[config.mk]
export PLATFORM = sky130hd
export DESIGN_NAME = bm_result_collector
export DESIGN_NICKNAME = d
export VERILOG_FILES = /design/src/rtl/bm_pkg.sv /design/src/rtl/bm_lr_check.sv /design/src/rtl/bm_result_collector.sv
export SDC_FILE = /design/constraint.sdc
export NUM_CORES = 1
export LEC_CHECK = 0
export BUFFER_PORTS_ARGS = -buffer_cell sky130_fd_sc_hd__buf_4
export CORE_UTILIZATION = 55
export DETAILED_ROUTE_END_ITERATION = 10
export GPL_TIMING_DRIVEN = 0
export PLACE_DENSITY = 0.89
export SYNTH_ARGS = -nofsm -noshare
export SYNTH_HDL_FRONTEND = slang
export SYNTH_HIERARCHICAL = 1
export SYNTH_SLANG_ARGS = --single-unit
[constraint.sdc]
create_clock -name clk -period 4.7 [get_ports clk]
set_input_delay 1.175 -clock clk [delete_from_list [all_inputs] [get_ports clk]]
set_output_delay 1.175 -clock clk [all_outputs]
set_load 0.02 [all_outputs]
[src/rtl/bm_pkg.sv]
// rtl/bm_pkg.sv - shared geometry, widths and block index layout for the block-match result path
package bm_pkg;

  localparam int DISP_W     = 6;
  localparam int COST_W     = 16;
  localparam int MAP_ADDR_W = 10;

  localparam logic [5:0] CENTER_BLOCKS_PER_ROW = 6'd17;
  localparam logic [5:0] BLOCKS_PER_COL        = 6'd29;
  localparam logic [5:0] NUM_PAD_BLOCKS        = 6'd2;
  localparam logic [5:0] THIRD_BLOCKS_PER_ROW  = 6'd15;
  localparam logic [MAP_ADDR_W-1:0] BANK_OFFSET = 10'd493;

  typedef struct packed {
    logic [3:0] img;
    logic [5:0] row;
    logic [5:0] col;
  } blk_index_t;

  // row*17 as row*16 + row keeps the address path to shifts and adds
  function automatic logic [MAP_ADDR_W-1:0] blk_addr(input blk_index_t idx);
    logic [MAP_ADDR_W-1:0] a;
    a = ({4'b0, idx.row} << 4) + {4'b0, idx.row} + {4'b0, idx.col};
    if (idx.img[0]) a = a + BANK_OFFSET;
    return a;
  endfunction

endpackage

[src/rtl/bm_lr_check.sv]
// rtl/bm_lr_check.sv - combinational left/right consistency and cost threshold check
module bm_lr_check
  import bm_pkg::*;
(
  input  logic [5:0]        col_i,
  input  logic [DISP_W-1:0] disp_l_i,
  input  logic [DISP_W-1:0] disp_r_i,
  input  logic [COST_W-1:0] cost_l_i,
  input  logic [COST_W-1:0] cost_r_i,
  input  logic [DISP_W-1:0] lr_tol_i,
  input  logic [COST_W-1:0] max_cost_i,
  output logic              valid_o,
  output logic [DISP_W-1:0] disp_o
);

  logic [DISP_W:0] dl, dr, diff;
  logic            ok_l, ok_r;

  always_comb begin
    dl   = {1'b0, disp_l_i};
    dr   = {1'b0, disp_r_i};
    diff = (dl >= dr) ? (dl - dr) : (dr - dl);
    ok_l = cost_l_i <= max_cost_i;
    ok_r = cost_r_i <= max_cost_i;
    // edge columns only have one trustworthy core, so no cross check there
    if (col_i < NUM_PAD_BLOCKS) begin
      valid_o = ok_l;
      disp_o  = disp_l_i;
    end else if (col_i >= THIRD_BLOCKS_PER_ROW) begin
      valid_o = ok_r;
      disp_o  = disp_r_i;
    end else begin
      valid_o = ok_l && ok_r && (diff <= {1'b0, lr_tol_i});
      disp_o  = disp_l_i;
    end
  end

endmodule

[src/rtl/bm_result_collector.sv]
// rtl/bm_result_collector.sv - pairs left/right block results by index and writes the disparity map
module bm_result_collector
  import bm_pkg::*;
(
  input  logic                  clk,
  input  logic                  reset,
  input  logic                  res_valid_left,
  output logic                  res_ready_left,
  input  logic [15:0]           res_index_left,
  input  logic [DISP_W-1:0]     res_disp_left,
  input  logic [COST_W-1:0]     res_cost_left,
  input  logic                  res_valid_right,
  output logic                  res_ready_right,
  input  logic [15:0]           res_index_right,
  input  logic [DISP_W-1:0]     res_disp_right,
  input  logic [COST_W-1:0]     res_cost_right,
  input  logic [DISP_W-1:0]     lr_tol,
  input  logic [COST_W-1:0]     max_cost,
  output logic                  map_wr_en,
  output logic [MAP_ADDR_W-1:0] map_wr_addr,
  output logic [7:0]            map_wr_data,
  output logic                  frame_done,
  output logic [3:0]            frame_img,
  output logic                  err_mismatch
);

  logic                  hold_l_valid_q, hold_r_valid_q;
  blk_index_t            hold_l_idx_q, hold_r_idx_q;
  logic [DISP_W-1:0]     hold_l_disp_q, hold_r_disp_q;
  logic [COST_W-1:0]     hold_l_cost_q, hold_r_cost_q;
  logic                  wr_en_q, wr_last_q, frame_done_q, err_q;
  logic [MAP_ADDR_W-1:0] wr_addr_q;
  logic [7:0]            wr_data_q;
  logic [3:0]            wr_img_q, frame_img_q;

  logic                  pair_fire, idx_match, in_range;
  logic                  wr_en_d, wr_last_d, err_d;
  logic                  chk_valid;
  logic [DISP_W-1:0]     chk_disp;

  bm_lr_check u_lr_check (
    .col_i      (hold_l_idx_q.col),
    .disp_l_i   (hold_l_disp_q),
    .disp_r_i   (hold_r_disp_q),
    .cost_l_i   (hold_l_cost_q),
    .cost_r_i   (hold_r_cost_q),
    .lr_tol_i   (lr_tol),
    .max_cost_i (max_cost),
    .valid_o    (chk_valid),
    .disp_o     (chk_disp)
  );

  always_comb begin
    pair_fire = hold_l_valid_q && hold_r_valid_q;
    idx_match = hold_l_idx_q == hold_r_idx_q;
    in_range  = (hold_l_idx_q.row < BLOCKS_PER_COL) && (hold_l_idx_q.col < CENTER_BLOCKS_PER_ROW);
    wr_en_d   = pair_fire && idx_match && in_range;
    err_d     = err_q || (pair_fire && !(idx_match && in_range));
    wr_last_d = (hold_l_idx_q.row == BLOCKS_PER_COL - 6'd1) &&
                (hold_l_idx_q.col == CENTER_BLOCKS_PER_ROW - 6'd1);
  end

  always_ff @(posedge clk) begin
    if (reset) begin
      hold_l_valid_q <= 1'b0;
      hold_r_valid_q <= 1'b0;
      hold_l_idx_q   <= '0;
      hold_r_idx_q   <= '0;
      hold_l_disp_q  <= '0;
      hold_r_disp_q  <= '0;
      hold_l_cost_q  <= '0;
      hold_r_cost_q  <= '0;
      wr_en_q        <= 1'b0;
      wr_last_q      <= 1'b0;
      wr_addr_q      <= '0;
      wr_data_q      <= '0;
      wr_img_q       <= '0;
      frame_done_q   <= 1'b0;
      frame_img_q    <= '0;
      err_q          <= 1'b0;
    end else begin
      // ready is !hold_valid, so a side cannot accept on the edge its pair fires
      if (res_valid_left && !hold_l_valid_q) begin
        hold_l_valid_q <= 1'b1;
        hold_l_idx_q   <= res_index_left;
        hold_l_disp_q  <= res_disp_left;
        hold_l_cost_q  <= res_cost_left;
      end else if (pair_fire) begin
        hold_l_valid_q <= 1'b0;
      end
      if (res_valid_right && !hold_r_valid_q) begin
        hold_r_valid_q <= 1'b1;
        hold_r_idx_q   <= res_index_right;
        hold_r_disp_q  <= res_disp_right;
        hold_r_cost_q  <= res_cost_right;
      end else if (pair_fire) begin
        hold_r_valid_q <= 1'b0;
      end
      wr_en_q <= wr_en_d;
      if (wr_en_d) begin
        wr_addr_q <= blk_addr(hold_l_idx_q);
        wr_data_q <= {chk_valid, 1'b0, chk_disp};
        wr_last_q <= wr_last_d;
        wr_img_q  <= hold_l_idx_q.img;
      end
      frame_done_q <= wr_en_q && wr_last_q;
      if (wr_en_q && wr_last_q) frame_img_q <= wr_img_q;
      err_q <= err_d;
    end
  end

  assign res_ready_left  = !hold_l_valid_q;
  assign res_ready_right = !hold_r_valid_q;
  assign map_wr_en       = wr_en_q;
  assign map_wr_addr     = wr_addr_q;
  assign map_wr_data     = wr_data_q;
  assign frame_done      = frame_done_q;
  assign frame_img       = frame_img_q;
  assign err_mismatch    = err_q;

endmodule

# After elaboration in Yosys (flattened, before gate mapping)
# Index checks and enable logic that the tools add are counted.
[word_totals]
reg_bits = 107
input_bits = 102
output_inout_bits = 27
wordCells = 63
[op_classes]
n_addsub = 5
order_cmp = 8
eq_ne = 3
mux = 9
reduce_logical = 18
[ops]
columns = ["op", "count"]
rows = [
  ["<= comparator 16 bit", 2],
  ["adder 10 x 6 -> 10 bit", 2],
  ["equality test 16 bit", 1],
  ["subtractor 6 x 6 -> 7 bit", 2],
  ["equality test 6 x 5 -> 1 bit, second input constant", 2],
  ["logical AND 1 bit", 12],
  ["< comparator 6 x 5 -> 1 bit, second input constant", 2],
  ["two-way mux 6 bit", 2],
  ["adder 10 x 9 -> 10 bit, second input constant", 1],
  ["two-way mux 10 bit", 1],
  ["<= comparator 7 x 6 -> 1 bit", 1],
  ["two-way mux 7 bit", 1],
  [">= comparator 6 x 4 -> 1 bit, second input constant", 1],
  [">= comparator 6 bit", 1],
  ["< comparator 6 x 2 -> 1 bit, second input constant", 1],
  ["two-way mux 1 bit", 5],
  ["nonzero test 2 bit", 2],
  ["logical NOT 1 bit", 3],
  ["logical OR 1 bit", 1],
]

# Depth between registers and ports, before layout
# Gate-level depths: netlist of run 1.
[logic_depth]
ltp_word = 6
depth_mapped = 18
depth_no_buf = 17

# Cells and area by module
# The synthesis of run 1 kept the hierarchy.
[modules_own_cells]
columns = ["mod", "n_inst", "cells_per_inst", "area_per_inst_um2", "seq_area_each_um2"]
rows = [
  ["bm_result_collector", 1, 575, 4695.8, 2142.1],
  ["bm_lr_check", 1, 200, 1476.4, 0.0],
]

# Least setup slack after synthesis of run 1
# OpenSTA, ideal clock, no wires.
[synth_timing]
path_kind = "register to register"
startpoint = "reg hold_l_disp_q[1]"
endpoint = "reg wr_data_q[7], in the netlist map_wr_data[7]"
setup_time_ps = 65
arrival_time_ps = 3382
required_time_ps = 4635
slack_ps = 1253
stages_incl_launch_ff = 17
n_path_buf = 1
period_less_slack_ps = 3447
cell_sequence = "dfxtp_1 -> inv_1 -> ha_1 -> and4_1 -> o311a_1 -> nand2b_4 -> buf_6 -> mux2i_1 -> xor2_1 -> ha_1 -> a21o_1 -> a221oi_1 -> a41oi_1 -> a311o_1 -> a221oi_1 -> mux2i_1 -> nor2_1"
[synth_between]
elab_chain_len = 6
elab_cells_between_ends = 8
cone_classes = "add/sub: 2; order compare: 2; mux: 3; reduce/logical: 1"
[synth_lines]
columns = ["element", "line_no", "text"]
rows = [
  ["start: declaration", "bm_result_collector.sv:29", "logic [DISP_W-1:0] hold_l_disp_q, hold_r_disp_q;"],
  ["start signal: assignment", "bm_result_collector.sv:86", "hold_l_disp_q <= res_disp_left;"],
  ["subtractor 6 x 6 -> 7 bit / >= comparator 6 bit (equally long branches)", "bm_lr_check.sv:22", "diff = (dl >= dr) ? (dl - dr) : (dr - dl);"],
  ["two-way mux 7 bit (*)", "bm_lr_check.sv:22", ""],
  ["<= comparator 7 x 6 -> 1 bit (*)", "bm_lr_check.sv:33", "valid_o = ok_l && ok_r && (diff <= {1'b0, lr_tol_i});"],
  ["logical AND 1 bit (*)", "bm_lr_check.sv:33", ""],
  ["two-way mux 1 bit (*)", "bm_lr_check.sv:29", "end else if (col_i >= THIRD_BLOCKS_PER_ROW) begin"],
  ["two-way mux 1 bit (*)", "bm_lr_check.sv:26", "if (col_i < NUM_PAD_BLOCKS) begin"],
  ["named net chk_valid", "bm_result_collector.sv:38", "logic chk_valid;"],
  ["end signal: assignment", "bm_result_collector.sv:102", "wr_data_q <= {chk_valid, 1'b0, chk_disp};"],
  ["end: declaration", "bm_result_collector.sv:33", "logic [7:0] wr_data_q;"],
]
# The timed path passes the listed nets; every way through them passes the cells marked *.
# A chain may end at the register's enable or synchronous reset.

# Final worst setup path of run 1
[layout_timing]
startpoint = "reg hold_l_disp_q[2]"
endpoint = "reg wr_data_q[7], in the netlist map_wr_data[7]"
# The elaborated chain is that of the path after synthesis.

==> results of run 1 <==
==> state kept, by name (all words and copies together) (netlist names), 4 cells and up <==
name and count:
frame_img 4, hold_l_cost_q 16, hold_l_disp_q 6, hold_l_idx_q 16, hold_r_cost_q 16, hold_r_disp_q 6
hold_r_idx_q 16, map_wr_addr 10, map_wr_data 7, wr_img_q 4
==> kinds of logic (layout without fill, tap and decap cells) <==
logic type	count (synthesis)	in the layout	synth area share
XOR/XNOR	28	28	0.0397
AO/OA/AOI/OAI	182	182	0.178
flip-flops	107	107	0.347
other	1	1	0.000608
adder cells (fa/ha/maj)	66	66	0.140
AND/OR/NAND/NOR	282	282	0.203
buffers and inverters	91	233	0.0624
multiplexers	18	18	0.0294
==> metal layers <==
layer / vias up / track usage / part of all wire
li1: 2926 / - / -
met1: 2769 / 0.347 / 0.42
met2: 272 / 0.484 / 0.48
met3: 37 / 0.0470 / 0.071
met4: 0 / 0.135 / 0.031
met5: - / 0 / 0
==> final cells by class <==
cell class,instances,area (um^2)
tap,140,175
clock buffer,9,124
buffer,40,194
multi-input combinational,577,3640
inverter,51,191
timing repair buffer,126,946
clock inverter,7,105
sequential,107,2140
fill,871,3370
==> where the power goes <==
part | switching, uW | total, uW | leakage [uW] | internal (uW)
registers | 39.0 | 988 | 0.000875 | 949
clock network | 367 | 634 | 0.000115 | 268
logic | 297 | 547 | 0.00241 | 250
==> per-stage QoR <==
step	cells	worst slack, ps	utilization	instance area [um^2]	total power, uW
final	1057	800	0.691	7520	2170
after global routing	1057	507	0.691	7520	2280
after CTS	1057	835	0.691	7520	2170
after detailed placement	1041	875	0.670	7290	1540
after global placement	1041	950	0.670	7290	1520
after floorplan	775	1250	-	6170	1360
==> cell usage after synthesis (2+ instances only) <==
| cell type | count |
|---|---|
| nand2b_1 | 4 |
| and4b_1 | 3 |
| ha_1 | 61 |
| a221oi_1 | 2 |
| o21ai_0 | 17 |
| dfxtp_1 | 107 |
| inv_1 | 51 |
| nand2_1 | 188 |
| a21oi_1 | 113 |
| o21bai_1 | 2 |
| o2111ai_1 | 2 |
| nand3_1 | 14 |
| nand4_1 | 10 |
| nor3_1 | 6 |
| xnor2_1 | 8 |
| o21ai_1 | 3 |
| o211ai_1 | 5 |
| nor4_1 | 4 |
| a221o_1 | 2 |
| or3_1 | 2 |
| fa_1 | 5 |
| mux2i_1 | 17 |
| a211oi_2 | 4 |
| or4_1 | 2 |
| buf_8 | 2 |
| a21o_1 | 8 |
| o311a_1 | 2 |
| a211oi_1 | 3 |
| xor2_1 | 20 |
| clkbuf_1 | 31 |
| o21a_1 | 2 |
| buf_6 | 2 |
| o31a_1 | 2 |
| nor2_1 | 29 |
| a21boi_0 | 2 |
| buf_2 | 2 |
| nor2b_1 | 5 |
| and4_1 | 3 |
| buf_1 | 2 |
==> critical path, delay by kind of cell (launching register included) <==
kind / cells / cell delay (ps)
multiplexers: 2 / 300
adder cells (fa/ha/maj): 2 / 640
AND/OR/NAND/NOR: 3 / 500
AO/OA/AOI/OAI: 6 / 1620
XOR/XNOR: 1 / 180
buffers and inverters: 2 / 210
flip-flops: 1 / 400
==> how the worst max path moves through the flow <==
stage,start,to,slack [ps]
CTS,hold_l_disp_q[2]$_SDFFE_PP0P_,map_wr_data[7]$_SDFFE_PP0P_,830
global placement,hold_l_disp_q[2]$_SDFFE_PP0P_,map_wr_data[7]$_SDFFE_PP0P_,950
floorplan,hold_l_disp_q[1]$_SDFFE_PP0P_,map_wr_data[7]$_SDFFE_PP0P_,1250
finish,hold_l_disp_q[2]$_SDFFE_PP0P_,map_wr_data[7]$_SDFFE_PP0P_,800
detailed placement,hold_l_disp_q[2]$_SDFFE_PP0P_,map_wr_data[7]$_SDFFE_PP0P_,880
global route,hold_l_disp_q[1]$_SDFFE_PP0P_,map_wr_data[7]$_SDFFE_PP0P_,510
==> impl_metrics.csv, run 1 <==
group,metric,value,unit
layout,layout-area-overhead-vs-synth,21.9,%
global_route,first_global_vias,5645,
min_path,worst_hold_path_type,"reg2reg",
layout,post_route_cells_drive_above_1_share,0.177,
routing,firstDrtPassIters,5,
cts,cts.clk_slew.worst_paths,110,ps
die,vertical_die_dimension,108,um
sta,timing.final.setup_violations,0,
sta,final.period_utilization,0.830,
setup_path,rr_startpoint,"hold_l_disp_q[2]$_SDFFE_PP0P_",
yosys,syn_area_per_cell,7.96,um^2
cts,clock-root-buffer,"clkbuf_8",
cts,ctsLongestPathBuffers,2,
die,placement_rows,38,
sta,hold_ws,462,ps
routing,routed_wire_length_per_instance,15.3,um
setup_path,end_kind,"flop",
cts,clk_latency,390,ps
cts,cts-hold-fix-buffers,0,
sta,unrepaired_setup_endpoints_after_global_routing,"no",
setup_path,worstPathMaxFanout,7,
routing,routed_wl,16.2,mm
cts,clock-sinks,107,
yosys,synth_top_area_cell,"dfxtp_1",
setup_path,path_class,"reg2reg",
placement,gp_routability_congestion,0.859,
outcome,run_status,"complete, no violations",
setup_path,worstPathRequired,5020,ps
yosys,synth.distinct_cells,67,
power_and_ir_drop,power_density,288,mW/mm^2
global_route,grt_pass1_wl,25.8,mm
die,chipWidth,108,um
layout,nNetsFinal,1080,
sta,min_period,3900,ps
sta,worst-slew-pin-transition,809,ps
routing,number_of_vias_in_the_routed_layout,6004,
setup_path,rr_endpoint,"map_wr_data[7]$_SDFFE_PP0P_",
yosys,synth.area.top_cells,"dfxtp_1 (35%), ha_1 (12%), nand2_1 (11%), a21oi_1 (9.2%), inv_1 (3.1%)",
cts,post_cts.resized_instances,0,
routing,drc_errors,0,
routing,ant_nets,0,
yosys,ys_ff_latch,107,
routing,drt_first_iter_violations,524,
min_path,worstHoldEndpoint,"hold_r_idx_q[5]$_SDFFE_PP0P_",
setup_path,worst-endpoint-arrival,4220,ps
yosys,synth_area,0.00617,mm^2
layout,final_common_cell,"nand2_1",
global_route,number_of_antenna_violations_at_the_first_check_in_global_routing,0,
setup_path,timing.critical_path.cells,"inv_1 -> ha_1 -> and4_1 -> o311a_1 -> nand2b_4 -> buf_6 -> mux2i_1 -> xor2_1 -> ha_1 -> a21o_1 -> a221oi_1 -> a41oi_1 -> a311o_1 -> a221oi_1 -> mux2i_1 -> nor2_1",
power_and_ir_drop,power.leakage,0.00340,uW
sta,setup_total_negative_slack,0,ps
setup_path,r2r_setup_slack,800,ps
die,initial_core_util,0.567,
yosys,synthDominantCellAreaShare,0.347,
layout,layout_common_cells,"nand2_1 (188), buf_4 (127), a21oi_1 (113), dfxtp_1 (107), ha_1 (61)",
setup_path,critical_path.slowest_cell,"dfxtp_1",
yosys,syn_inst,775,
cts,post_cts.repair.setup_buffers,0,
yosys,synth_seq_area_share,0.347,
setup_path,rr_worst_depth,16,
yosys,yosys_most_used_dff,"dfxtp_1",
sta,slew_headroom,0.453,
routing,vias_per_cell,5.68,
job,drv_cap,0,
yosys,synth-async-reset-ratio,0,
placement,portBuffers,126,
min_path,number_of_cells_on_the_worst_hold_path,2,
sta,report.final.slew_viol_count,0,
power_and_ir_drop,irDropWorstVdd,0.155,mV
setup_path,worst_setup_path_start_kind,"flop",
yosys,synth.yosys.warnings,6,
sta,hold_viol,0,
global_route,global_route.overflow_total,0,
sta,timing.fmax,0.256,GHz
cts,cts_max_level,3,
global_route,groute.usage.overall,0.283,
die,die_footprint,0.0117,mm^2
die,io_pins,129,
placement,place_hpwl,12.5,mm
setup_path,crit_path_max_incr_delay,400,ps
yosys,synth_edf_count,0,
die,core_region_area,0.0109,mm^2
layout,antenna_cells_inserted,0,
yosys,synthesis.nets,943,
sta,finalClockSkew,21.0,ps
cts,cts_buffers,9,
global_route,grt_start_max_net_pins,22,
cts,cts_tree,"built",
min_path,min_delay_src,"hold_r_idx_q[5]$_SDFFE_PP0P_",
(Power assumes the default switching activity.)
==> run 2, diff against run 1 <==
==> constraint.sdc (replaced) <==
create_clock -name clk -period 3.7 [get_ports clk]
set_input_delay 0.925 -clock clk [delete_from_list [all_inputs] [get_ports clk]]
set_output_delay 0.925 -clock clk [all_outputs]
set_load 0.02 [all_outputs]
==> run 2 against run 1 <==
Critical path depth is 1 higher. Routed wire length is 6.4% higher. Clock skew shrank 0.59 ps. Global-route usage is 0.13 points higher. Sequential power increased by 28%. Non-clock buffer count grew 10. Die area did not move. Sequential share of layout area is 0.62 points lower. Critical path type unchanged.
==> impl_metrics.csv, run 2 (synthesis gave the netlist of run 1 again) <==
group,metric,value,unit
outcome,run_status,"complete, no violations",
setup_path,end_kind,"flop",
cts,cts.clk_slew.worst_paths,120,ps
global_route,grt_start_max_net_pins,22,
routing,drc_errors,0,
global_route,global_route.overflow_total,0,
routing,routed_wire_length_per_instance,16.1,um
placement,placement.cell_area,0.00729,mm^2
routing,vias_per_cell,5.71,
sta,timing.final.setup_violations,0,
die,vertical_die_dimension,108,um
routing,firstDrtPassIters,5,
routing,drt_first_iter_violations,499,
sta,hold_viol,0,
cts,clk_latency,390,ps
setup_path,rr_startpoint,"hold_l_disp_q[2]$_SDFFE_PP0P_",
global_route,groute.usage.overall,0.285,
power_and_ir_drop,share_clk_of_total_power,0.284,
sta,report.final.slew_viol_count,0,
layout,final_common_cell,"nand2_1",
min_path,number_of_cells_on_the_worst_hold_path,2,
layout,stdcell_area,0.00774,mm^2
min_path,worstHoldEndpoint,"hold_r_idx_q[5]$_SDFFE_PP0P_",
power_and_ir_drop,p_int,1920,uW
sta,finalClockSkew,20.4,ps
layout,num-fill-cells,850,
routing,routed_wl,17.2,mm
cts,clock-root-buffer,"clkbuf_8",
setup_path,rr_endpoint,"map_wr_data[7]$_SDFFE_PP0P_",
die,die_footprint,0.0117,mm^2
power_and_ir_drop,power.leakage,0.00346,uW
min_path,worst_hold_path_type,"reg2reg",
power_and_ir_drop,comb_power_share,0.277,
sta,hold_ws,470,ps
setup_path,worstPathMaxFanout,4,
setup_path,worst_setup_path_start_kind,"flop",
sta,setup_total_negative_slack,0,ps
min_path,min_delay_src,"hold_r_idx_q[5]$_SDFFE_PP0P_",
die,core_region_area,0.0109,mm^2
cts,cts-hold-fix-buffers,0,
power_and_ir_drop,share_seq_of_total_power,0.439,
cts,cts_tree,"built",
die,chipWidth,108,um
job,drv_cap,0,
cts,cts_max_level,3,
routing,ant_nets,0,
layout,antenna_cells_inserted,0,
placement,place_hpwl,12.5,mm
power_and_ir_drop,swShare,0.330,
setup_path,path_class,"reg2reg",
sta,unrepaired_setup_endpoints_after_global_routing,"yes",
layout,post_route_cells_drive_above_1_share,0.213,
sta,slew_headroom,0.478,
placement,portBuffers,126,
layout,nNetsFinal,1090,
cts,cts_buffers,9,
die,placement_rows,38,
cts,clock-sinks,107,
placement,gp_routability_congestion,0.859,
sta,worst-slew-pin-transition,772,ps
layout,layout-area-overhead-vs-synth,25.5,%
setup_path,rr_worst_depth,17,
setup_path,worstPathRequired,4030,ps
setup_path,timing.critical_path.from,"hold_l_disp_q[2]$_SDFFE_PP0P_",
die,io_pins,129,
power_and_ir_drop,irDropWorstVdd,0.191,mV
die,initial_core_util,0.567,
global_route,first_global_vias,5642,
power_and_ir_drop,power.net_switching,943,uW
power_and_ir_drop,power_density,369,mW/mm^2
sta,min_period,3650,ps
sta,final.period_utilization,0.986,
setup_path,r2r_setup_slack,50,ps
routing,number_of_vias_in_the_routed_layout,6091,
global_route,number_of_antenna_violations_at_the_first_check_in_global_routing,0,
sta,timing.fmax,0.274,GHz
setup_path,worst-endpoint-arrival,3980,ps
global_route,grt_pass1_wl,25.9,mm
cts,ctsLongestPathBuffers,2,
layout,layout_common_cells,"nand2_1 (188), buf_4 (138), a21oi_1 (111), dfxtp_1 (101), ha_1 (55)",
run 2: cell types whose count changed in the layout (fill, tap and decap cells not counted), moves of 3 or more:
cell	delta
buf_4	+11
dfxtp_2	+3
ha_4	+6
ha_1	-6
dfxtp_4	+3
dfxtp_1	-6
run 2: worst max-delay path, cell delays in order, from the launching register on:
cell and delay (ps):
dfxtp_2 360, inv_1 70, ha_4 240, o21ai_2 160, a21oi_2 50, o311a_1 370, buf_4 150, o211ai_1 180
o21ai_1 110, xnor2_1 260, ha_1 300, and3_4 170, a221oi_2 260, a41oi_2 70, a311o_1 370, a221oi_2 280
mux2i_1 100, nor2_1 90
run 2: area by class of cell:
class / count / area, um^2 / area share
flip-flops and latches: 107 / 2160 / 0.279
inverters: 51 / 195 / 0.0252
repair buffers: 137 / 1030 / 0.133
plain buffers: 39 / 183 / 0.0236
clock inverters: 7 / 105 / 0.0136
clock buffers: 9 / 124 / 0.0160
multi-input cells: 577 / 3780 / 0.488
well taps: 140 / 175 / 0.0226
run 2: what timing repair did:
| item | in CTS | in global routing |
|---|---|---|
| hold endpoints to repair | 0 | 0 |
| cloned | 0 | 0 |
| endpoints found under the setup margin | 1 | 1 |
| pin swaps | 1 | 18 |
| buffers inserted | 0 | 11 |
| gates resized for setup | 7 | 27 |
run 2: metal layers:
metal	GRT usage	vias up	share of wire
met3	0.0506	59	0.062
met1	0.346	2846	0.42
li1	-	2943	-
met4	0.133	0	0.043
met5	0	-	0
met2	0.489	243	0.48
run 2: power by group through the flow:
stage | Combinational (uW) | Sequential [uW] | Clock (uW)
floorplan | 465 | 1270 | 0
global placement | 658 | 1280 | 0
detailed placement | 679 | 1280 | 0
CTS | 691 | 1250 | 811
global route | 859 | 1260 | 859
finish | 791 | 1260 | 812
run 2: worst max path at each step:
stage | to | slack, ps | depth (start not counted)
detailed placement | map_wr_data[7]$_SDFFE_PP0P_ | -120 | 16
finish | map_wr_data[7]$_SDFFE_PP0P_ | 50 | 17
floorplan | map_wr_data[7]$_SDFFE_PP0P_ | 250 | 16
CTS | map_wr_data[7]$_SDFFE_PP0P_ | 30 | 16
global route | map_wr_data[7]$_SDFFE_PP0P_ | -110 | 17
global placement | map_wr_data[7]$_SDFFE_PP0P_ | -50 | 16
run 2: per-stage QoR:
step                setup WS, ps  utilization  instances  power (uW)
global placement           -50.4        0.670       1041        1940
finish                      50.7        0.711       1067        2860
CTS                         30.4        0.692       1057        2760
global route                -111        0.711       1067        2980
floorplan                    253            -        775        1730
detailed placement          -125        0.670       1041        1960
==> run 3, diff against run 2 <==
--- a/config.mk
+++ b/config.mk
@@ -5,11 +5,12 @@
 export SDC_FILE = /design/constraint.sdc
 export NUM_CORES = 1
 export LEC_CHECK = 0
+export ABC_AREA = 1
 export BUFFER_PORTS_ARGS = -buffer_cell sky130_fd_sc_hd__buf_4
-export CORE_UTILIZATION = 55
+export CORE_UTILIZATION = 56
 export DETAILED_ROUTE_END_ITERATION = 10
 export GPL_TIMING_DRIVEN = 0
-export PLACE_DENSITY = 0.89
+export PLACE_DENSITY = 0.9
 export SYNTH_ARGS = -nofsm -noshare
 export SYNTH_HDL_FRONTEND = slang
 export SYNTH_HIERARCHICAL = 1
==> run 3 against run 2 <==
Largest cell class unchanged. Highest routed layer unchanged. Cell area decreased by 0.19%. Maximum frequency increased by 18%. Clock skew decreased by 14 ps. Critical path type unchanged. Via count increased by 5.5%.
==> impl_metrics.csv, run 3 <==
group,metric,value,unit
outcome,run_status,"complete, no violations",
cts,clk_latency,340,ps
die,io_pins,129,
global_route,global_route.overflow_total,0,
layout,layout_common_cells,"nor2_1 (195), nand2_1 (144), buf_4 (128), o21ai_0 (122), inv_1 (110)",
yosys,synth.yosys.warnings,6,
setup_path,critical_path.slowest_cell,"dfxtp_1",
setup_path,worstPathRequired,3980,ps
min_path,worst_hold_path_type,"reg2reg",
layout,layout-area-overhead-vs-synth,22.4,%
global_route,number_of_antenna_violations_at_the_first_check_in_global_routing,0,
sta,slew_headroom,0.602,
sta,timing.final.setup_violations,0,
yosys,synthesis.nets,1085,
yosys,yosys_most_used_dff,"dfxtp_1",
global_route,groute.usage.overall,0.296,
setup_path,worst-endpoint-arrival,3370,ps
cts,cts_tree,"built",
cts,cts_max_level,3,
yosys,synth_common_cells,"nor2_1 (195), nand2_1 (144), o21ai_0 (122)",
yosys,synth_seq_area_share,0.339,
sta,unrepaired_setup_endpoints_after_global_routing,"no",
yosys,synth.distinct_cells,39,
setup_path,path_class,"reg2reg",
setup_path,timing.critical_path.cells,"inv_1 -> ha_1 -> buf_6 -> nand2_2 -> nand2_2 -> a21oi_2 -> nand3_4 -> inv_4 -> nand2_1 -> o21ai_2 -> xor2_1 -> inv_1 -> ha_1 -> and3_1 -> nand2_1 -> nand2_1 -> nand2_1 -> nand3_1 -> nand2_1 -> nand2_1 -> a21oi_1 -> o21ai_0 -> nor2_1",
placement,portBuffers,127,
power_and_ir_drop,power.leakage,0.00390,uW
placement,place_hpwl,13.2,mm
sta,hold_ws,453,ps
global_route,grt_pass1_wl,27.1,mm
yosys,synth_top_area_cell,"dfxtp_1",
yosys,synth_edf_count,0,
die,initial_core_util,0.578,
sta,hold_viol,0,
routing,drt_first_iter_violations,423,
cts,clock-sinks,107,
layout,post_route_cells_drive_above_1_share,0.159,
routing,number_of_vias_in_the_routed_layout,6425,
die,vertical_die_dimension,108,um
yosys,synthDominantCellAreaShare,0.339,
cts,post_cts.resized_instances,0,
layout,nNetsFinal,1223,
cts,post_cts.repair.setup_buffers,0,
sta,min_period,3090,ps
power_and_ir_drop,power_density,399,mW/mm^2
cts,clock-root-buffer,"clkbuf_16",
die,core_region_area,0.0109,mm^2
setup_path,worstPathMaxFanout,8,
setup_path,end_kind,"flop",
placement,placement.cell_area,0.00744,mm^2
sta,report.final.slew_viol_count,0,
sta,final.period_utilization,0.836,
yosys,synth.area.top_cells,"dfxtp_1 (34%), ha_1 (12%), nor2_1 (12%), o21ai_0 (9.7%), nand2_1 (8.6%)",
routing,vias_per_cell,5.35,
sta,worst-slew-pin-transition,598,ps
yosys,syn_area_per_cell,6.89,um^2
cts,ctsLongestPathBuffers,2,
die,placement_rows,38,
layout,stdcell_area,0.00773,mm^2
yosys,synth_area,0.00632,mm^2
layout,antenna_cells_inserted,0,
sta,setup_total_negative_slack,0,ps
setup_path,crit_path_max_incr_delay,370,ps
die,chipWidth,108,um
cts,cts-hold-fix-buffers,0,
routing,drc_errors,0,
routing,routed_wire_length_per_instance,14.1,um
yosys,synth-async-reset-ratio,0,
sta,timing.fmax,0.323,GHz
layout,final_common_cell,"nor2_1",
yosys,syn_inst,917,
power_and_ir_drop,irDropWorstVdd,0.256,mV
global_route,first_global_vias,5875,
sta,finalClockSkew,6.64,ps
die,die_footprint,0.0117,mm^2
placement,gp_routability_congestion,0.932,
cts,cts.clk_slew.worst_paths,80,ps
setup_path,worst_setup_path_start_kind,"flop",
job,drv_cap,0,
global_route,grt_start_max_net_pins,20,
cts,cts_buffers,9,
yosys,ys_ff_latch,107,
routing,routed_wl,16.9,mm
setup_path,worst_path_most_repeated_cell,"nand2_1",
yosys,synthMostInstantiatedCell,"nor2_1",
routing,ant_nets,0,
routing,firstDrtPassIters,5,
## run 3: cell count changes after synthesis, sizes merged, moves of 8 or more
cell,before,now
nor2,30,196
o21ai,20,128
inv,51,113
a21oi,113,55
nand2,188,150
mux2i,17,0
nand3,14,29
xor2,20,10
a21o,8,0
clkbuf,31,23
## run 3: cell type report
cell class / instances / area [um^2]
inverters: 115 / 437
well taps: 140 / 175
clock buffers: 10 / 229
plain buffers: 34 / 185
clock inverters: 6 / 56.3
multi-input cells: 661 / 3550
flip-flops and latches: 107 / 2140
fillers: 910 / 3210
repair buffers: 127 / 953
## run 3: final timing paths
kind / startpoint / end / slack [ps] / depth (start not counted)
worst max-delay path: hold_l_disp_q[4]$_SDFFE_PP0P_ / map_wr_data[7]$_SDFFE_PP0P_ / 610 / 23
worst min-delay path: err_mismatch$_SDFF_PP0_ / err_mismatch$_SDFF_PP0_ / 450 / 2
worst max register to register: hold_l_disp_q[4]$_SDFFE_PP0P_ / map_wr_data[7]$_SDFFE_PP0P_ / 610 / 23
worst min register to register: err_mismatch$_SDFF_PP0_ / err_mismatch$_SDFF_PP0_ / 450 / 2
## run 3: logic make-up after synthesis
kind of cell	count (synthesis)	share of synthesized area
xor+xnor	12	0.0166
buf+inv	149	0.0985
flops	107	0.339
other cells	1	0.000594
compound gates	191	0.156
fa+ha+maj	66	0.137
simple gates	391	0.253
## run 3: per-stage QoR
step | utilization | setup WS (ps) | std cells | power [uW]
after detailed placement | 0.681 | 613 | 1184 | 2160
after CTS | 0.707 | 598 | 1200 | 3080
after global placement | 0.681 | 687 | 1184 | 2130
after global routing | 0.707 | 340 | 1200 | 3270
after floorplan | - | 1040 | 917 | 1900
final | 0.707 | 608 | 1200 | 3080
## run 3: worst max-delay path, delay by kind of cell, from the launching register on
kind / cells / cell delay, ps
AOI/OAI and AO/OA: 4 / 460
xor gates and xnor gates: 1 / 150
adders and majority gates: 2 / 580
buffers and inverters: 4 / 370
DFF: 1 / 370
and+or+nand+nor: 12 / 1070
## run 3: metal layers
layer  part of all wire  global-route usage
met1               0.43               0.375
met2               0.47               0.502
met3              0.074              0.0458
met4              0.031               0.115
met5                  0                   0
## run 3: report_power, final
group / switching [uW] / internal, uW
sequential: 59.8 / 1220
combinational: 518 / 358
clock: 451 / 473
total: 1030 / 2050
